### config.mk
export PLATFORM = sky130hd
export DESIGN_NAME = cpu_trace_monitor_flat
export DESIGN_NICKNAME = d
export VERILOG_FILES = /design/src/rtl/cpu_trace_pkg.sv /design/src/rtl/cpu_trace_monitor_if.sv /design/src/rtl/trace_ring_buf.sv /design/src/rtl/cpu_trace_monitor.sv /design/src/flat_wrapper.sv
export SDC_FILE = /design/constraint.sdc
export NUM_CORES = 1
export LEC_CHECK = 0
export BUFFER_PORTS_ARGS = -buffer_cell sky130_fd_sc_hd__buf_4
export CORE_MARGIN = 5
export CORE_UTILIZATION = 35
export CTS_BUF_LIST = sky130_fd_sc_hd__clkbuf_16
export CTS_CLUSTER_SIZE = 12
export DETAILED_ROUTE_END_ITERATION = 6
export PLACE_DENSITY_LB_ADDON = 0.15
export SETUP_SLACK_MARGIN = 0.02
export SKIP_CTS_REPAIR_TIMING = 1
export SLEW_MARGIN = 25
export SYNTH_ARGS = -nofsm -noshare
export SYNTH_HDL_FRONTEND = slang
export SYNTH_SLANG_ARGS = --single-unit
### constraint.sdc
create_clock -name clk -period 2.6 [get_ports clk]
set_input_delay 0.78 -clock clk [delete_from_list [all_inputs] [get_ports clk]]
set_output_delay 0.78 -clock clk [all_outputs]
set_load 0.1 [all_outputs]
### src/rtl/cpu_trace_pkg.sv
// cpu_trace_monitor shared types
// run states, trace entry layout and width helpers
package cpu_trace_pkg;

  typedef enum logic [1:0] {
    IDLE      = 2'd0,
    RUN       = 2'd1,
    HALTED    = 2'd2,
    TIMED_OUT = 2'd3
  } run_state_e;

  localparam int DEF_DATA_W  = 8;
  localparam int DEF_PC_W    = 8;
  localparam int DEF_STATE_W = 3;

  typedef struct packed {
    logic                   zf;
    logic [DEF_STATE_W-1:0] state;
    logic [DEF_PC_W-1:0]    pc;
    logic [DEF_DATA_W-1:0]  ir;
    logic [DEF_DATA_W-1:0]  a;
    logic [DEF_DATA_W-1:0]  b;
  } trace_entry_t;

  function automatic int entry_w(
    int data_w, int pc_w, int state_w
  );
    return 1 + state_w + pc_w + 3 * data_w;
  endfunction

  function automatic int off_a(int data_w);
    return data_w;
  endfunction

  function automatic int off_ir(int data_w);
    return 2 * data_w;
  endfunction

  function automatic int off_pc(int data_w);
    return 3 * data_w;
  endfunction

  function automatic int off_state(
    int data_w, int pc_w
  );
    return 3 * data_w + pc_w;
  endfunction

  function automatic int off_zf(
    int data_w, int pc_w, int state_w
  );
    return 3 * data_w + pc_w + state_w;
  endfunction

endpackage

### src/rtl/cpu_trace_monitor_if.sv
// cpu_trace_monitor sample and readout bus
// master = core/host side, slave = monitor
interface cpu_trace_monitor_if #(
  parameter int DATA_W  = 8,
  parameter int PC_W    = 8,
  parameter int STATE_W = 3
);
  import cpu_trace_pkg::*;

  localparam int ENTRY_W =
    entry_w(DATA_W, PC_W, STATE_W);

  logic               smp_valid;
  logic [PC_W-1:0]    smp_pc;
  logic [DATA_W-1:0]  smp_ir;
  logic [DATA_W-1:0]  smp_a;
  logic [DATA_W-1:0]  smp_b;
  logic               smp_zf;
  logic [STATE_W-1:0] smp_state;
  logic               halt;
  logic               rd_en;
  logic [ENTRY_W-1:0] rd_data;
  logic               rd_valid;

  modport master (
    output smp_valid, smp_pc, smp_ir,
    output smp_a, smp_b, smp_zf,
    output smp_state, halt, rd_en,
    input  rd_data, rd_valid
  );

  modport slave (
    input  smp_valid, smp_pc, smp_ir,
    input  smp_a, smp_b, smp_zf,
    input  smp_state, halt, rd_en,
    output rd_data, rd_valid
  );

endinterface

### src/rtl/trace_ring_buf.sv
// circular trace store with wrap/drop policy
// and a registered one-entry read port
module trace_ring_buf #(
  parameter int WIDTH = 36,
  parameter int DEPTH = 16
) (
  input  logic                       clk,
  input  logic                       rst_n,
  input  logic                       init,
  input  logic                       wr_en,
  input  logic                       wrap,
  input  logic [WIDTH-1:0]           wr_data,
  input  logic                       rd_en,
  output logic [WIDTH-1:0]           rd_data,
  output logic                       rd_valid,
  output logic [$clog2(DEPTH+1)-1:0] count,
  output logic                       overflow
);
  localparam int PW = $clog2(DEPTH);
  localparam int CW = $clog2(DEPTH + 1);

  logic [WIDTH-1:0] mem [DEPTH];
  logic [PW-1:0]    head;
  logic [PW-1:0]    tail;
  logic             full;
  logic             empty;
  logic             we;
  logic             pop;

  assign full  = count == CW'(DEPTH);
  assign empty = count == '0;
  assign we    = wr_en & ~init & (~full | wrap);
  assign pop   = rd_en & ~empty;

  always_ff @(posedge clk) begin
    if (we) mem[head] <= wr_data;
  end

  // a pop issued alongside init still returns its entry
  always_ff @(posedge clk or negedge rst_n) begin
    if (!rst_n) begin
      head     <= '0;
      tail     <= '0;
      count    <= '0;
      overflow <= 1'b0;
      rd_valid <= 1'b0;
      rd_data  <= '0;
    end else begin
      rd_valid <= pop;
      if (pop) rd_data <= mem[tail];
      if (init) begin
        head     <= '0;
        tail     <= '0;
        count    <= '0;
        overflow <= 1'b0;
      end else if (wr_en) begin
        if (full) overflow <= 1'b1;
        if (we) head <= head + 1'b1;
        if (full && wrap) tail <= tail + 1'b1;
        else if (!full) count <= count + 1'b1;
      end else if (pop) begin
        tail  <= tail + 1'b1;
        count <= count - 1'b1;
      end
    end
  end

endmodule

### src/rtl/cpu_trace_monitor.sv
// cpu_8b run-control: halt/timeout FSM,
// cycle watchdog and trace capture
module cpu_trace_monitor
  import cpu_trace_pkg::*;
#(
  parameter int DATA_W  = 8,
  parameter int PC_W    = 8,
  parameter int STATE_W = 3,
  parameter int DEPTH   = 16,
  parameter int TIMEOUT = 1000,
  parameter int CNT_W   = $clog2(TIMEOUT + 1)
) (
  input  logic                       clk,
  input  logic                       rst_n,
  input  logic                       start,
  input  logic                       clear,
  input  logic                       wrap_mode,
  cpu_trace_monitor_if.slave         bus,
  output logic [$clog2(DEPTH+1)-1:0] count,
  output logic                       overflow,
  output logic [1:0]                 run_state,
  output logic [CNT_W-1:0]           cycles
);
  localparam int ENTRY_W =
    entry_w(DATA_W, PC_W, STATE_W);
  localparam logic [CNT_W-1:0] LAST =
    CNT_W'(TIMEOUT - 1);
  localparam logic [CNT_W-1:0] LIMIT =
    CNT_W'(TIMEOUT);

  logic               rst_meta;
  logic               rst_sync;
  run_state_e         state;
  logic               wrap_q;
  logic               init;
  logic               wr;
  logic               rd;
  logic [ENTRY_W-1:0] entry;

  // assert immediately, release after two clocks
  always_ff @(posedge clk or negedge rst_n) begin
    if (!rst_n) {rst_sync, rst_meta} <= 2'b00;
    else {rst_sync, rst_meta} <= {rst_meta, 1'b1};
  end

  always_ff @(posedge clk or negedge rst_sync) begin
    if (!rst_sync) begin
      state  <= IDLE;
      cycles <= '0;
      wrap_q <= 1'b0;
    end else if (clear) begin
      state <= IDLE;
    end else begin
      unique case (state)
        IDLE: begin
          if (start) begin
            state  <= RUN;
            cycles <= '0;
            wrap_q <= wrap_mode;
          end
        end
        RUN: begin
          if (cycles != LIMIT)
            cycles <= cycles + 1'b1;
          if (bus.halt) state <= HALTED;
          else if (cycles == LAST)
            state <= TIMED_OUT;
        end
        default: ;
      endcase
    end
  end

  assign run_state = state;
  assign init = clear | (state == IDLE & start);
  assign wr = (state == RUN) & bus.smp_valid
            & ~clear;
  assign rd = bus.rd_en & (state != RUN);
  assign entry = {
    bus.smp_zf, bus.smp_state, bus.smp_pc,
    bus.smp_ir, bus.smp_a, bus.smp_b
  };

  trace_ring_buf #(
    .WIDTH (ENTRY_W),
    .DEPTH (DEPTH)
  ) u_ring (
    .clk      (clk),
    .rst_n    (rst_sync),
    .init     (init),
    .wr_en    (wr),
    .wrap     (wrap_q),
    .wr_data  (entry),
    .rd_en    (rd),
    .rd_data  (bus.rd_data),
    .rd_valid (bus.rd_valid),
    .count    (count),
    .overflow (overflow)
  );

endmodule
### src/flat_wrapper.sv
// flat-port wrapper written by rule: the top's interface ports become plain ports
module cpu_trace_monitor_flat import cpu_trace_pkg::*;
#(
  parameter int DATA_W  = 8,
  parameter int PC_W    = 8,
  parameter int STATE_W = 3,
  parameter int DEPTH   = 16,
  parameter int TIMEOUT = 1000,
  parameter int CNT_W   = $clog2(TIMEOUT + 1)
)
  (clk, rst_n, start, clear, wrap_mode, count, overflow, run_state, cycles, bus_smp_valid, bus_smp_pc, bus_smp_ir, bus_smp_a, bus_smp_b, bus_smp_zf, bus_smp_state, bus_halt, bus_rd_en, bus_rd_data, bus_rd_valid);
  cpu_trace_monitor_if #(.DATA_W(DATA_W), .PC_W(PC_W), .STATE_W(STATE_W)) bus_i ();
  input  logic clk;
  input  logic rst_n;
  input  logic start;
  input  logic clear;
  input  logic wrap_mode;
  output logic [$clog2(DEPTH+1)-1:0] count;
  output logic overflow;
  output logic [1:0] run_state;
  output logic [CNT_W-1:0] cycles;
  input wire logic [$bits(bus_i.smp_valid)-1:0] bus_smp_valid;
  input wire logic [$bits(bus_i.smp_pc)-1:0] bus_smp_pc;
  input wire logic [$bits(bus_i.smp_ir)-1:0] bus_smp_ir;
  input wire logic [$bits(bus_i.smp_a)-1:0] bus_smp_a;
  input wire logic [$bits(bus_i.smp_b)-1:0] bus_smp_b;
  input wire logic [$bits(bus_i.smp_zf)-1:0] bus_smp_zf;
  input wire logic [$bits(bus_i.smp_state)-1:0] bus_smp_state;
  input wire logic [$bits(bus_i.halt)-1:0] bus_halt;
  input wire logic [$bits(bus_i.rd_en)-1:0] bus_rd_en;
  output wire logic [$bits(bus_i.rd_data)-1:0] bus_rd_data;
  output wire logic [$bits(bus_i.rd_valid)-1:0] bus_rd_valid;
  assign bus_i.smp_valid = bus_smp_valid;
  assign bus_i.smp_pc = bus_smp_pc;
  assign bus_i.smp_ir = bus_smp_ir;
  assign bus_i.smp_a = bus_smp_a;
  assign bus_i.smp_b = bus_smp_b;
  assign bus_i.smp_zf = bus_smp_zf;
  assign bus_i.smp_state = bus_smp_state;
  assign bus_i.halt = bus_halt;
  assign bus_i.rd_en = bus_rd_en;
  assign bus_rd_data = bus_i.rd_data;
  assign bus_rd_valid = bus_i.rd_valid;
  cpu_trace_monitor #(.DATA_W(DATA_W), .PC_W(PC_W), .STATE_W(STATE_W), .DEPTH(DEPTH), .TIMEOUT(TIMEOUT), .CNT_W(CNT_W)) u_core (.clk(clk), .rst_n(rst_n), .start(start), .clear(clear), .wrap_mode(wrap_mode), .bus(bus_i), .count(count), .overflow(overflow), .run_state(run_state), .cycles(cycles));
endmodule
# == Word level (Yosys, flattened, before mapping) ==
# Memories as Yosys holds them, arrays and structs flattened. A register that Yosys moved wholly into a read port is not among the register bits.
# Index checks and enable logic that the tools add are counted.
# word_totals
ram_bits,576
ff_bits,30
output_inout_bits,55
word_cells,83
memories,1
# classes
add_sub_neg,5
n_eq_ne,12
reduce_logical,17
mux,25
n_bitwise,13
# mem_list
memory,words,width,rd,rd_clocked_by_memory_dff,wr,line_no,source
u_core.u_ring.mem,16,36,1,1,1,trace_ring_buf.sv:22,logic [WIDTH-1:0] mem [DEPTH];
# op_table
cell,n
$mux 4,7
$mux 5,5
$mux 10,2
$pmux 10 s2,1
$add 10x1->10 const B,1
$eq 10x10->1 const B,1
$ne 10x10->1 const B,1
$ne 3x3->1 const B,3
$reduce_and 3->1,3
$add 4x1->4 const B,2
$mux 2,4
$reduce_bool 2->1,4
$and 1x1->1,7
$reduce_and 2->1,3
$reduce_bool 3->1,2
$add 5x1->5 const B,1
$eq 5x5->1 const B,1
$logic_not 5->1,1
$mux 1,5
$sub 5x1->5 const B,1
$ne 2x1->1 const B,2
$ne 4x3->1 const B,1
$not 1->1,4
$pmux 2 s2,1
8 further kinds,9

# == Logic depth before layout (Yosys ltp) ==
# Gate-level depths: netlist (run 1).
# depth
depth_word,9
depth_mapped,10
mapped_depth_nobuf,8

# == Cells and area by module ==
# Synthesis (run 1) repeated with hierarchy kept, for this count alone.
# unflattened
hier_cells,1168
area_unflattened_um2,24679.9
# by_module_without_submodules
mod,cells_each,instances,seq_area_each_um2,area_per_inst_um2
trace_ring_buf,1081,1,18572.8,23852.9
cpu_trace_monitor,87,1,375.4,827.0

# == Worst setup path after synthesis (run 1) ==
# Ideal clock, no wire load.
# synth_path
path_kind,register -> register
start,register u_core.state[0] (netlist: u_core.run_state[0])
end,"memory u_core.u_ring.mem[10][0], enable pin"
required_ns,2.203
period_less_slack_ns,3.398
setup_slack_ns,-0.798
path_buffers,1
setup_time_ns,0.397
path_stages_with_launch,8
arrival_ns,3.002
cell_sequence,dfrtp_1 > nor4bb_1 > buf_2 > inv_2 > a31oi_1 > nand2_1 > nor2_1 > and2_1
# synth_between
elab_chain_len,8
word_cells_on_any_way,11
classes_between,eq/ne (1); mux (2); bitwise (7); reduce/logical (1)
# synth_rtl
item,line_no,source
from (decl),cpu_trace_monitor.sv:33,run_state_e state;
from (signal assigned),cpu_trace_monitor.sv:48,state <= IDLE;
from (signal assigned),cpu_trace_monitor.sv:52,state <= IDLE;
from (signal assigned),cpu_trace_monitor.sv:57,state <= RUN;
$logic_not 2->1,cpu_trace_monitor.sv:75,assign init = clear | (state == IDLE & start);
$and 1x1->1,cpu_trace_monitor.sv:75,
$or 1x1->1,cpu_trace_monitor.sv:75,
$not 1->1,trace_ring_buf.sv:32,assign we = wr_en & ~init & (~full | wrap);
$and 1x1->1 (*) (2 in series),trace_ring_buf.sv:32,
$mux 1 (*),trace_ring_buf.sv:36,if (we) mem[head] <= wr_data;
$mux 1 (implied by the code) (*),trace_ring_buf.sv:36,
to (decl),trace_ring_buf.sv:22,
# Every way passes the cells marked *; elsewhere a longest branch is shown, timed or not.

# == Final worst setup path (run 1) ==
# layout_path
start,"register u_core.u_ring.rd_data[14], read port of u_core.u_ring.mem"
end,output bus_rd_data[14]
# layout_lines
item,line_no,source
from (decl),trace_ring_buf.sv:14,"output logic [WIDTH-1:0] rd_data,"
to (decl),flat_wrapper.sv:31,output wire logic [$bits(bus_i.rd_data)-1:0] bus_rd_data;
# No word-level cell between the ends.

==> run_summary.xml, run 1 <==
<?xml version="1.0" encoding="UTF-8"?>
<metrics>
  <group name="cts">
    <metric name="clk_pin_slew" unit="ns">0.06</metric>
    <metric name="cts_htree_levels" unit="">3</metric>
    <metric name="cts_tree" unit="">built</metric>
    <metric name="worst_skew_pair.late_latency" unit="ns">0.60</metric>
    <metric name="cts.path.max_buffers" unit="">3</metric>
    <metric name="cts_root_buf" unit="">sky130_fd_sc_hd__clkbuf_16</metric>
    <metric name="cts-buffers-inserted" unit="">71</metric>
    <metric name="cts_sink_count" unit="">642</metric>
  </group>
  <group name="drt">
    <metric name="first_iter_violations" unit="">1008</metric>
    <metric name="detail_route.first_pass.iterations" unit="">5</metric>
    <metric name="route.detailed.drc" unit="">0</metric>
    <metric name="post_drt_wl_per_cell" unit="microns">25.6</metric>
    <metric name="routed_wirelength" unit="microns">60100</metric>
    <metric name="route.antenna.remaining_nets" unit="">0</metric>
    <metric name="vias" unit="">12089</metric>
    <metric name="vias_per_cell" unit="">5.15</metric>
  </group>
  <group name="placed_design">
    <metric name="place.gp.congestion" unit="">0.778</metric>
    <metric name="detailed_place_hpwl" unit="microns">38700</metric>
    <metric name="placement.setup.worst_slack" unit="ns">-0.153</metric>
    <metric name="place.port_buffers" unit="">98</metric>
  </group>
  <group name="worst_setup_path">
    <metric name="worstReg2RegStart" unit="">u_core.u_ring.count[1]$_DFFE_PN0P_</metric>
    <metric name="crit_family" unit="">flip-flops</metric>
    <metric name="timing_worst_setup_path_type" unit="">register to primary output</metric>
    <metric name="worst_setup_path_end_kind" unit="">primary output</metric>
    <metric name="critical_path.startpoint_type" unit="">register</metric>
    <metric name="regToRegEndpoint" unit="">u_core.u_ring.mem[3][1]$_DFFE_PP_</metric>
    <metric name="path_max_fanout" unit="">2</metric>
    <metric name="timing.reg2reg.worst_path_depth" unit="">8</metric>
    <metric name="timing.critical_path.arrival" unit="ns">1.55</metric>
    <metric name="crit_path_cell_trace" unit="">buf_4</metric>
    <metric name="critPathMaxStageDelay" unit="ns">0.58</metric>
    <metric name="r2r_slack" unit="ns">0.29</metric>
    <metric name="worst_ep_required_time" unit="ns">1.82</metric>
    <metric name="critPathSlowestCell" unit="">sky130_fd_sc_hd__dfrtp_1</metric>
    <metric name="timing.critical_path.buf_inv" unit="">1</metric>
  </group>
  <group name="logic_synthesis">
    <metric name="synth_cells" unit="">1148</metric>
    <metric name="synth_top_family_by_area" unit="">multiplexers</metric>
    <metric name="yosys.area_share.xor_xnor" unit="%">0.495</metric>
    <metric name="netlist_area" unit="sq mm">0.0248</metric>
    <metric name="ys_ff_latch" unit="">642</metric>
    <metric name="yosys-mux-area-fraction" unit="%">14.8</metric>
    <metric name="yosys.area_share.adder" unit="%">0.556</metric>
    <metric name="netlist.area_leader.share" unit="%">69.8</metric>
    <metric name="synth.distinct_cells" unit="">50</metric>
    <metric name="avgSynthCellArea" unit="sq um">21.6</metric>
    <metric name="postSynthNetCount" unit="">1203</metric>
    <metric name="yosysWarningCount" unit="">0</metric>
    <metric name="post_synth_simple_gate_area" unit="%">1.91</metric>
    <metric name="ys_top_cells_by_area" unit="">sky130_fd_sc_hd__edfxtp_1 70%, sky130_fd_sc_hd__mux4_2 13%, sky130_fd_sc_hd__dfrtp_1 6.7%, sky130_fd_sc_hd__mux2_2 1.7%, sky130_fd_sc_hd__o22ai_1 1.2%</metric>
    <metric name="synth_compound_gate_area_share" unit="%">4.19</metric>
    <metric name="netlist.top_cell.by_area" unit="">sky130_fd_sc_hd__edfxtp_1</metric>
    <metric name="synth-seq-area-share" unit="%">76.5</metric>
  </group>
  <group name="die">
    <metric name="initial_core_util" unit="%">35.3</metric>
    <metric name="design.portCount" unit="">99</metric>
    <metric name="core_footprint" unit="sq mm">0.0701</metric>
    <metric name="dieWidth" unit="microns">276</metric>
    <metric name="floorplan.die_area" unit="sq mm">0.0762</metric>
    <metric name="placement_rows" unit="">97</metric>
    <metric name="die_h" unit="microns">276</metric>
  </group>
  <group name="global_route">
    <metric name="globalRouteTotalUtil" unit="%">15.8</metric>
    <metric name="overflow" unit="">0</metric>
    <metric name="number_of_antenna_violations_at_the_first_check_in_global_routing" unit="">1</metric>
    <metric name="grt_first_pass_wirelength" unit="microns">87500</metric>
    <metric name="largest_net_degree_at_the_start_of_global_routing" unit="">74</metric>
    <metric name="number_of_global_route_vias_before_repair" unit="">12664</metric>
  </group>
  <group name="timing">
    <metric name="tightestPinTransition" unit="ns">0.667</metric>
    <metric name="fmax" unit="GHz">0.429</metric>
    <metric name="fin_crit_sh" unit="%">89.7</metric>
    <metric name="fin_crit" unit="ns">2.33</metric>
    <metric name="whs" unit="ns">0.289</metric>
    <metric name="hold_violations" unit="">0</metric>
    <metric name="fin_skew" unit="ns">0.0258</metric>
    <metric name="final-max-slew-violation-count" unit="">0</metric>
    <metric name="setup_viol_count_final" unit="">0</metric>
    <metric name="unrepaired_setup_endpoints_after_global_routing" unit="">false</metric>
    <metric name="max_slew_margin" unit="%">55.5</metric>
    <metric name="layout_setup_ws" unit="ns">0.269</metric>
  </group>
  <group name="pwr">
    <metric name="ir_drop" unit="mV">0.672</metric>
    <metric name="leakagePower" unit="nW">9.70</metric>
    <metric name="cellPowerDensity" unit="mW/mm^2">872</metric>
  </group>
  <group name="final_layout">
    <metric name="finalNetCount" unit="">1409</metric>
    <metric name="insertedDiodeCount" unit="">0</metric>
    <metric name="layout-area-overhead-vs-synth" unit="%">20.6</metric>
    <metric name="mostFrequentLayoutCells" unit="">576 x sky130_fd_sc_hd__edfxtp_1, 151 x sky130_fd_sc_hd__buf_4, 144 x sky130_fd_sc_hd__mux4_2</metric>
    <metric name="mostFrequentLayoutCell" unit="">sky130_fd_sc_hd__edfxtp_1</metric>
    <metric name="post_route_cells_drive_above_1_share" unit="%">38.2</metric>
  </group>
  <group name="worst_hold_path">
    <metric name="holdCritPathClass" unit="">register to asynchronous set/reset pin</metric>
  </group>
  <group name="status">
    <metric name="run_status" unit="">completed</metric>
  </group>
  <group name="run">
    <metric name="maxCapViolCount" unit="">0</metric>
  </group>
</metrics>
==> area by class of cell <==
| class | count | area (sq um) |
|---|---|---|
| Fill cell | 6209 | 40300 |
| Sequential cell | 642 | 19000 |
| Multi-Input combinational cell | 438 | 5530 |
| Timing Repair Buffer | 193 | 1960 |
| Clock buffer | 73 | 1830 |
| Tap cell | 940 | 1180 |
| Clock inverter | 53 | 367 |
| Inverter | 8 | 35.0 |
==> worst max-delay path by stage <==
stage	end	cells after the start	slack, ns	from
floorplan	u_core.u_ring.mem[3][0]$_DFFE_PP_	6	-0.09	clear
CTS	u_core.u_ring.rd_data[22]$_DFFE_PN0P_	4	0.19	u_core.u_ring.tail[0]$_DFFE_PN0P_
finish	bus_rd_data[14]	1	0.27	u_core.u_ring.rd_data[14]$_DFFE_PN0P_
global route	u_core.u_ring.count[4]$_DFFE_PN0P_	9	0.13	u_core.run_state[1]$_DFFE_PN0P_
global placement	u_core.u_ring.mem[11][29]$_DFFE_PP_	9	-0.16	clear
detailed placement	u_core.u_ring.mem[11][26]$_DFFE_PP_	9	-0.15	clear
==> cells in the mapped netlist, drive strengths merged <==
library cell and number:
a21boi 1, a21o 1, a21oi 43, a22o 1, a31oi 1, a32o 2
a32oi 1, a41o 1, and2 12, and3 8, buf 38, clkbuf 22
conb 1, dfrtp 66, edfxtp 576, ha 11, inv 8, mux2 37
mux2i 1, mux4 144, nand2 19, nand2b 4, nand3 9, nand4 4
nand4b 1, nor2 21, nor2b 1, nor3 3, nor4 2, nor4b 1
nor4bb 1, o211ai 2, o21ai 13, o22ai 72, o31ai 3, or2 1
or3b 1, or4 1, xnor2 8, xor2 6
==> worst register-to-register path: cells and delay by family (launching register included) <==
family | cells | cell delay (ns)
AND/OR/NAND/NOR | 4 | 0.77
flip-flops | 1 | 0.48
AO/OA/AOI/OAI | 1 | 0.22
buffers and inverters | 3 | 0.52
==> through the flow <==
step | util (%) | area, sq um | power [mW] | cells | setup TNS [ns]
final | 42.6 | 29900 | 26.1 | 2347 | 0
after global placement | 39.4 | 27700 | 16.8 | 2220 | -40.40
after CTS | 42.6 | 29900 | 26.4 | 2346 | 0
after detailed placement | 39.4 | 27700 | 16.9 | 2220 | -42.30
after global routing | 42.6 | 29900 | 27.0 | 2347 | 0
after floorplan | - | 24900 | 15.5 | 1148 | -15.58
==> sequential cells by signal, indices dropped and copies added, names as in the netlist, 2 cells and up <==
signal,count
u_core.run_state,2
u_core.u_ring.rd_data,36
u_core.cycles,10
u_core.u_ring.mem,576
u_core.u_ring.count,5
u_core.u_ring.head,4
u_core.u_ring.tail,4
==> report_power, final <==
| group | switching [mW] | internal [mW] |
|---|---|---|
| Combinational | 3.33 | 1.28 |
| Clock | 3.91 | 5.57 |
| Sequential | 0.396 | 11.6 |
| Total | 7.63 | 18.4 |
==> layer usage <==
layer	global-route usage [%]	part of all wire, %
met4	3.69	1.4
met3	2.92	5.7
met2	24.7	47
met1	23.3	46
met5	0	0
==> logic make-up after synthesis <==
group	after synthesis
AOI/OAI and AO/OA	141
xor gates and xnor gates	14
adders and majority gates	11
buffers and inverters	68
DFF	642
muxes	182
other	1
and+or+nand+nor	89
No activity file was read; power rests on OpenSTA's default activity.
==> run 2, diff against run 1 <==
--- a/config.mk
+++ b/config.mk
@@ -12,6 +12,7 @@
 export CTS_CLUSTER_SIZE = 12
 export DETAILED_ROUTE_END_ITERATION = 6
 export PLACE_DENSITY_LB_ADDON = 0.15
+export RECOVER_POWER = 100
 export SETUP_SLACK_MARGIN = 0.02
 export SKIP_CTS_REPAIR_TIMING = 1
 export SLEW_MARGIN = 25
==> run_summary.xml, run 2 (same netlist as run 1, synthesis figures left out) <==
<?xml version="1.0" encoding="UTF-8"?>
<metrics>
  <group name="final_layout">
    <metric name="fin_area" unit="sq mm">0.0294</metric>
    <metric name="top_register" unit="">u_core.u_ring.mem</metric>
    <metric name="layout-area-overhead-vs-synth" unit="%">18.5</metric>
    <metric name="layoutNonFillerInstCount" unit="">2347</metric>
    <metric name="finalNetCount" unit="">1409</metric>
    <metric name="number_of_fillers_in_the_final_layout" unit="">6301</metric>
    <metric name="post_route_cells_drive_above_1_share" unit="%">33.2</metric>
    <metric name="largest_register_ffs" unit="">576</metric>
    <metric name="seqCellArea" unit="sq mm">0.0190</metric>
    <metric name="mostFrequentLayoutCells" unit="">576 x sky130_fd_sc_hd__edfxtp_1, 144 x sky130_fd_sc_hd__mux4_2, 73 x sky130_fd_sc_hd__clkbuf_16</metric>
    <metric name="insertedDiodeCount" unit="">0</metric>
    <metric name="mostFrequentLayoutCell" unit="">sky130_fd_sc_hd__edfxtp_1</metric>
    <metric name="largest_registers" unit="">u_core.u_ring.mem: 576 flops, u_core.u_ring.rd_data: 36 flops, u_core.cycles: 10 flops</metric>
    <metric name="multiInputGateArea" unit="sq mm">0.00539</metric>
  </group>
  <group name="die">
    <metric name="initial_core_util" unit="%">35.3</metric>
    <metric name="floorplan.die_area" unit="sq mm">0.0762</metric>
    <metric name="dieWidth" unit="microns">276</metric>
    <metric name="design.portCount" unit="">99</metric>
    <metric name="placement_rows" unit="">97</metric>
    <metric name="die_h" unit="microns">276</metric>
    <metric name="core_footprint" unit="sq mm">0.0701</metric>
  </group>
  <group name="placed_design">
    <metric name="place.port_buffers" unit="">98</metric>
    <metric name="placed_area" unit="sq mm">0.0277</metric>
    <metric name="placedCellCount" unit="">2220</metric>
    <metric name="detailed_place_hpwl" unit="microns">38700</metric>
    <metric name="place.gp.congestion" unit="">0.778</metric>
  </group>
  <group name="worst_hold_path">
    <metric name="min_to" unit="">u_core.rst_sync$_DFF_PN0_</metric>
    <metric name="holdCritPathClass" unit="">register to register</metric>
    <metric name="timing.hold.worst_path_depth" unit="">0</metric>
    <metric name="worst_hold_startpoint" unit="">u_core.rst_meta$_DFF_PN0_</metric>
  </group>
  <group name="worst_setup_path">
    <metric name="regToRegEndpoint" unit="">u_core.u_ring.rd_data[9]$_DFFE_PN0P_</metric>
    <metric name="timing.critical_path.buf_inv" unit="">1</metric>
    <metric name="path_max_fanout" unit="">2</metric>
    <metric name="crit_family" unit="">flip-flops</metric>
    <metric name="timing.reg2reg.worst_path_depth" unit="">5</metric>
    <metric name="worstReg2RegStart" unit="">u_core.u_ring.tail[1]$_DFFE_PN0P_</metric>
    <metric name="worst_setup_path_end_kind" unit="">primary output</metric>
    <metric name="timing.critical_path.arrival" unit="ns">1.70</metric>
    <metric name="crit_path_cell_trace" unit="">clkbuf_2</metric>
    <metric name="timing_worst_setup_path_type" unit="">register to primary output</metric>
    <metric name="critical_path.startpoint_type" unit="">register</metric>
    <metric name="worst_ep_required_time" unit="ns">1.82</metric>
    <metric name="critPathMaxStageDelay" unit="ns">0.57</metric>
    <metric name="critPathSlowestCell" unit="">sky130_fd_sc_hd__dfrtp_1</metric>
    <metric name="r2r_slack" unit="ns">0.19</metric>
  </group>
  <group name="pwr">
    <metric name="power.total" unit="mW">25.7</metric>
    <metric name="leakagePower" unit="nW">9.48</metric>
    <metric name="cellPowerDensity" unit="mW/mm^2">876</metric>
    <metric name="ir_drop" unit="mV">0.650</metric>
  </group>
  <group name="timing">
    <metric name="max_slew_margin" unit="%">-0.974</metric>
    <metric name="fmax" unit="GHz">0.402</metric>
    <metric name="final-max-slew-violation-count" unit="">34</metric>
    <metric name="unrepaired_setup_endpoints_after_global_routing" unit="">false</metric>
    <metric name="fin_skew" unit="ns">0.0253</metric>
    <metric name="whs" unit="ns">0.362</metric>
    <metric name="setup_viol_count_final" unit="">0</metric>
    <metric name="timing.setup.tns" unit="ns">0</metric>
    <metric name="fin_crit_sh" unit="%">95.6</metric>
    <metric name="hold_violations" unit="">0</metric>
    <metric name="tightestPinTransition" unit="ns">1.51</metric>
    <metric name="fin_crit" unit="ns">2.48</metric>
  </group>
  <group name="drt">
    <metric name="route.antenna.remaining_nets" unit="">0</metric>
    <metric name="vias_per_cell" unit="">5.13</metric>
    <metric name="post_drt_wl_per_cell" unit="microns">25.6</metric>
    <metric name="first_iter_violations" unit="">985</metric>
    <metric name="routed_wirelength" unit="microns">60200</metric>
    <metric name="vias" unit="">12041</metric>
    <metric name="detail_route.first_pass.iterations" unit="">5</metric>
    <metric name="route.detailed.drc" unit="">0</metric>
  </group>
  <group name="cts">
    <metric name="cts_sink_count" unit="">642</metric>
    <metric name="cts_htree_levels" unit="">3</metric>
    <metric name="cts_tree" unit="">built</metric>
    <metric name="clk_pin_slew" unit="ns">0.06</metric>
    <metric name="cts_root_buf" unit="">sky130_fd_sc_hd__clkbuf_16</metric>
    <metric name="worst_skew_pair.late_latency" unit="ns">0.60</metric>
    <metric name="cts.path.max_buffers" unit="">3</metric>
    <metric name="cts-buffers-inserted" unit="">71</metric>
  </group>
  <group name="run">
    <metric name="maxCapViolCount" unit="">1</metric>
  </group>
  <group name="global_route">
    <metric name="grt_first_pass_wirelength" unit="microns">87500</metric>
    <metric name="number_of_global_route_vias_before_repair" unit="">12664</metric>
    <metric name="largest_net_degree_at_the_start_of_global_routing" unit="">74</metric>
    <metric name="number_of_antenna_violations_at_the_first_check_in_global_routing" unit="">1</metric>
    <metric name="overflow" unit="">0</metric>
    <metric name="globalRouteTotalUtil" unit="%">15.8</metric>
  </group>
  <group name="status">
    <metric name="violations" unit="">max-capacitance violations, max-slew violations</metric>
    <metric name="run_status" unit="">complete, but fails checks</metric>
  </group>
</metrics>
==> run 2: cell types whose count changed in the layout (fill, tap and decap cells not counted), moves of 2 or more <==
cell and delta:
sky130_fd_sc_hd__and3_1 +4, sky130_fd_sc_hd__dfrtp_1 +4, sky130_fd_sc_hd__dfrtp_2 -3, sky130_fd_sc_hd__buf_4 -103, sky130_fd_sc_hd__clkbuf_2 +62, sky130_fd_sc_hd__clkbuf_4 +2
sky130_fd_sc_hd__clkbuf_1 +41, sky130_fd_sc_hd__buf_12 -5, sky130_fd_sc_hd__o22ai_2 -18, sky130_fd_sc_hd__and3_4 -3, sky130_fd_sc_hd__buf_6 +2, sky130_fd_sc_hd__o22ai_1 +18
==> run 2: through the flow <==
stage / setup slack, ns / util (%)
2_1_floorplan: -0.0878 / -
3_3_place_gp: -0.158 / 39.4
3_5_place_dp: -0.153 / 39.4
4_1_cts: 0.192 / 42.6
5_1_grt: 0.0636 / 41.8
6_report: 0.115 / 41.8
==> run 2: worst max path at each step <==
| stage | cells past startpoint | to | startpoint | slack (ns) |
|---|---|---|---|---|
| after floorplan | 6 | u_core.u_ring.mem[3][0]$_DFFE_PP_ | clear | -0.09 |
| after global placement | 9 | u_core.u_ring.mem[11][29]$_DFFE_PP_ | clear | -0.16 |
| after detailed placement | 9 | u_core.u_ring.mem[11][26]$_DFFE_PP_ | clear | -0.15 |
| after CTS | 4 | u_core.u_ring.rd_data[22]$_DFFE_PN0P_ | u_core.u_ring.tail[0]$_DFFE_PN0P_ | 0.19 |
| after global routing | 8 | u_core.u_ring.mem[10][2]$_DFFE_PP_ | u_core.run_state[1]$_DFFE_PN0P_ | 0.06 |
| final | 1 | bus_rd_data[14] | u_core.u_ring.rd_data[14]$_DFFE_PN0P_ | 0.12 |
==> run 2: cell type report <==
| class | count | share of cell area, % |
|---|---|---|
| clock buffers | 73 | 6.22 |
| clock inverters | 53 | 1.25 |
| inverters | 8 | 0.119 |
| multi-input cells | 438 | 18.4 |
| flip-flops and latches | 642 | 64.6 |
| well taps | 940 | 4.01 |
| repair buffers | 193 | 5.44 |
==> run 2: layer usage <==
metal	share of wire, %	GRT usage, %	vias up
li1	-	-	5211
met1	46	23.3	6444
met2	47	24.7	324
met3	5.7	2.92	62
met4	1.4	3.69	0
met5	0	0	-
==> run 2: report_power, final <==
part	leakage, nW	total, mW	internal (mW)	switching (mW)
Clock	1.17	9.47	5.57	3.90
Sequential	5.98	11.9	11.6	0.364
Combinational	2.34	4.29	0.974	3.32
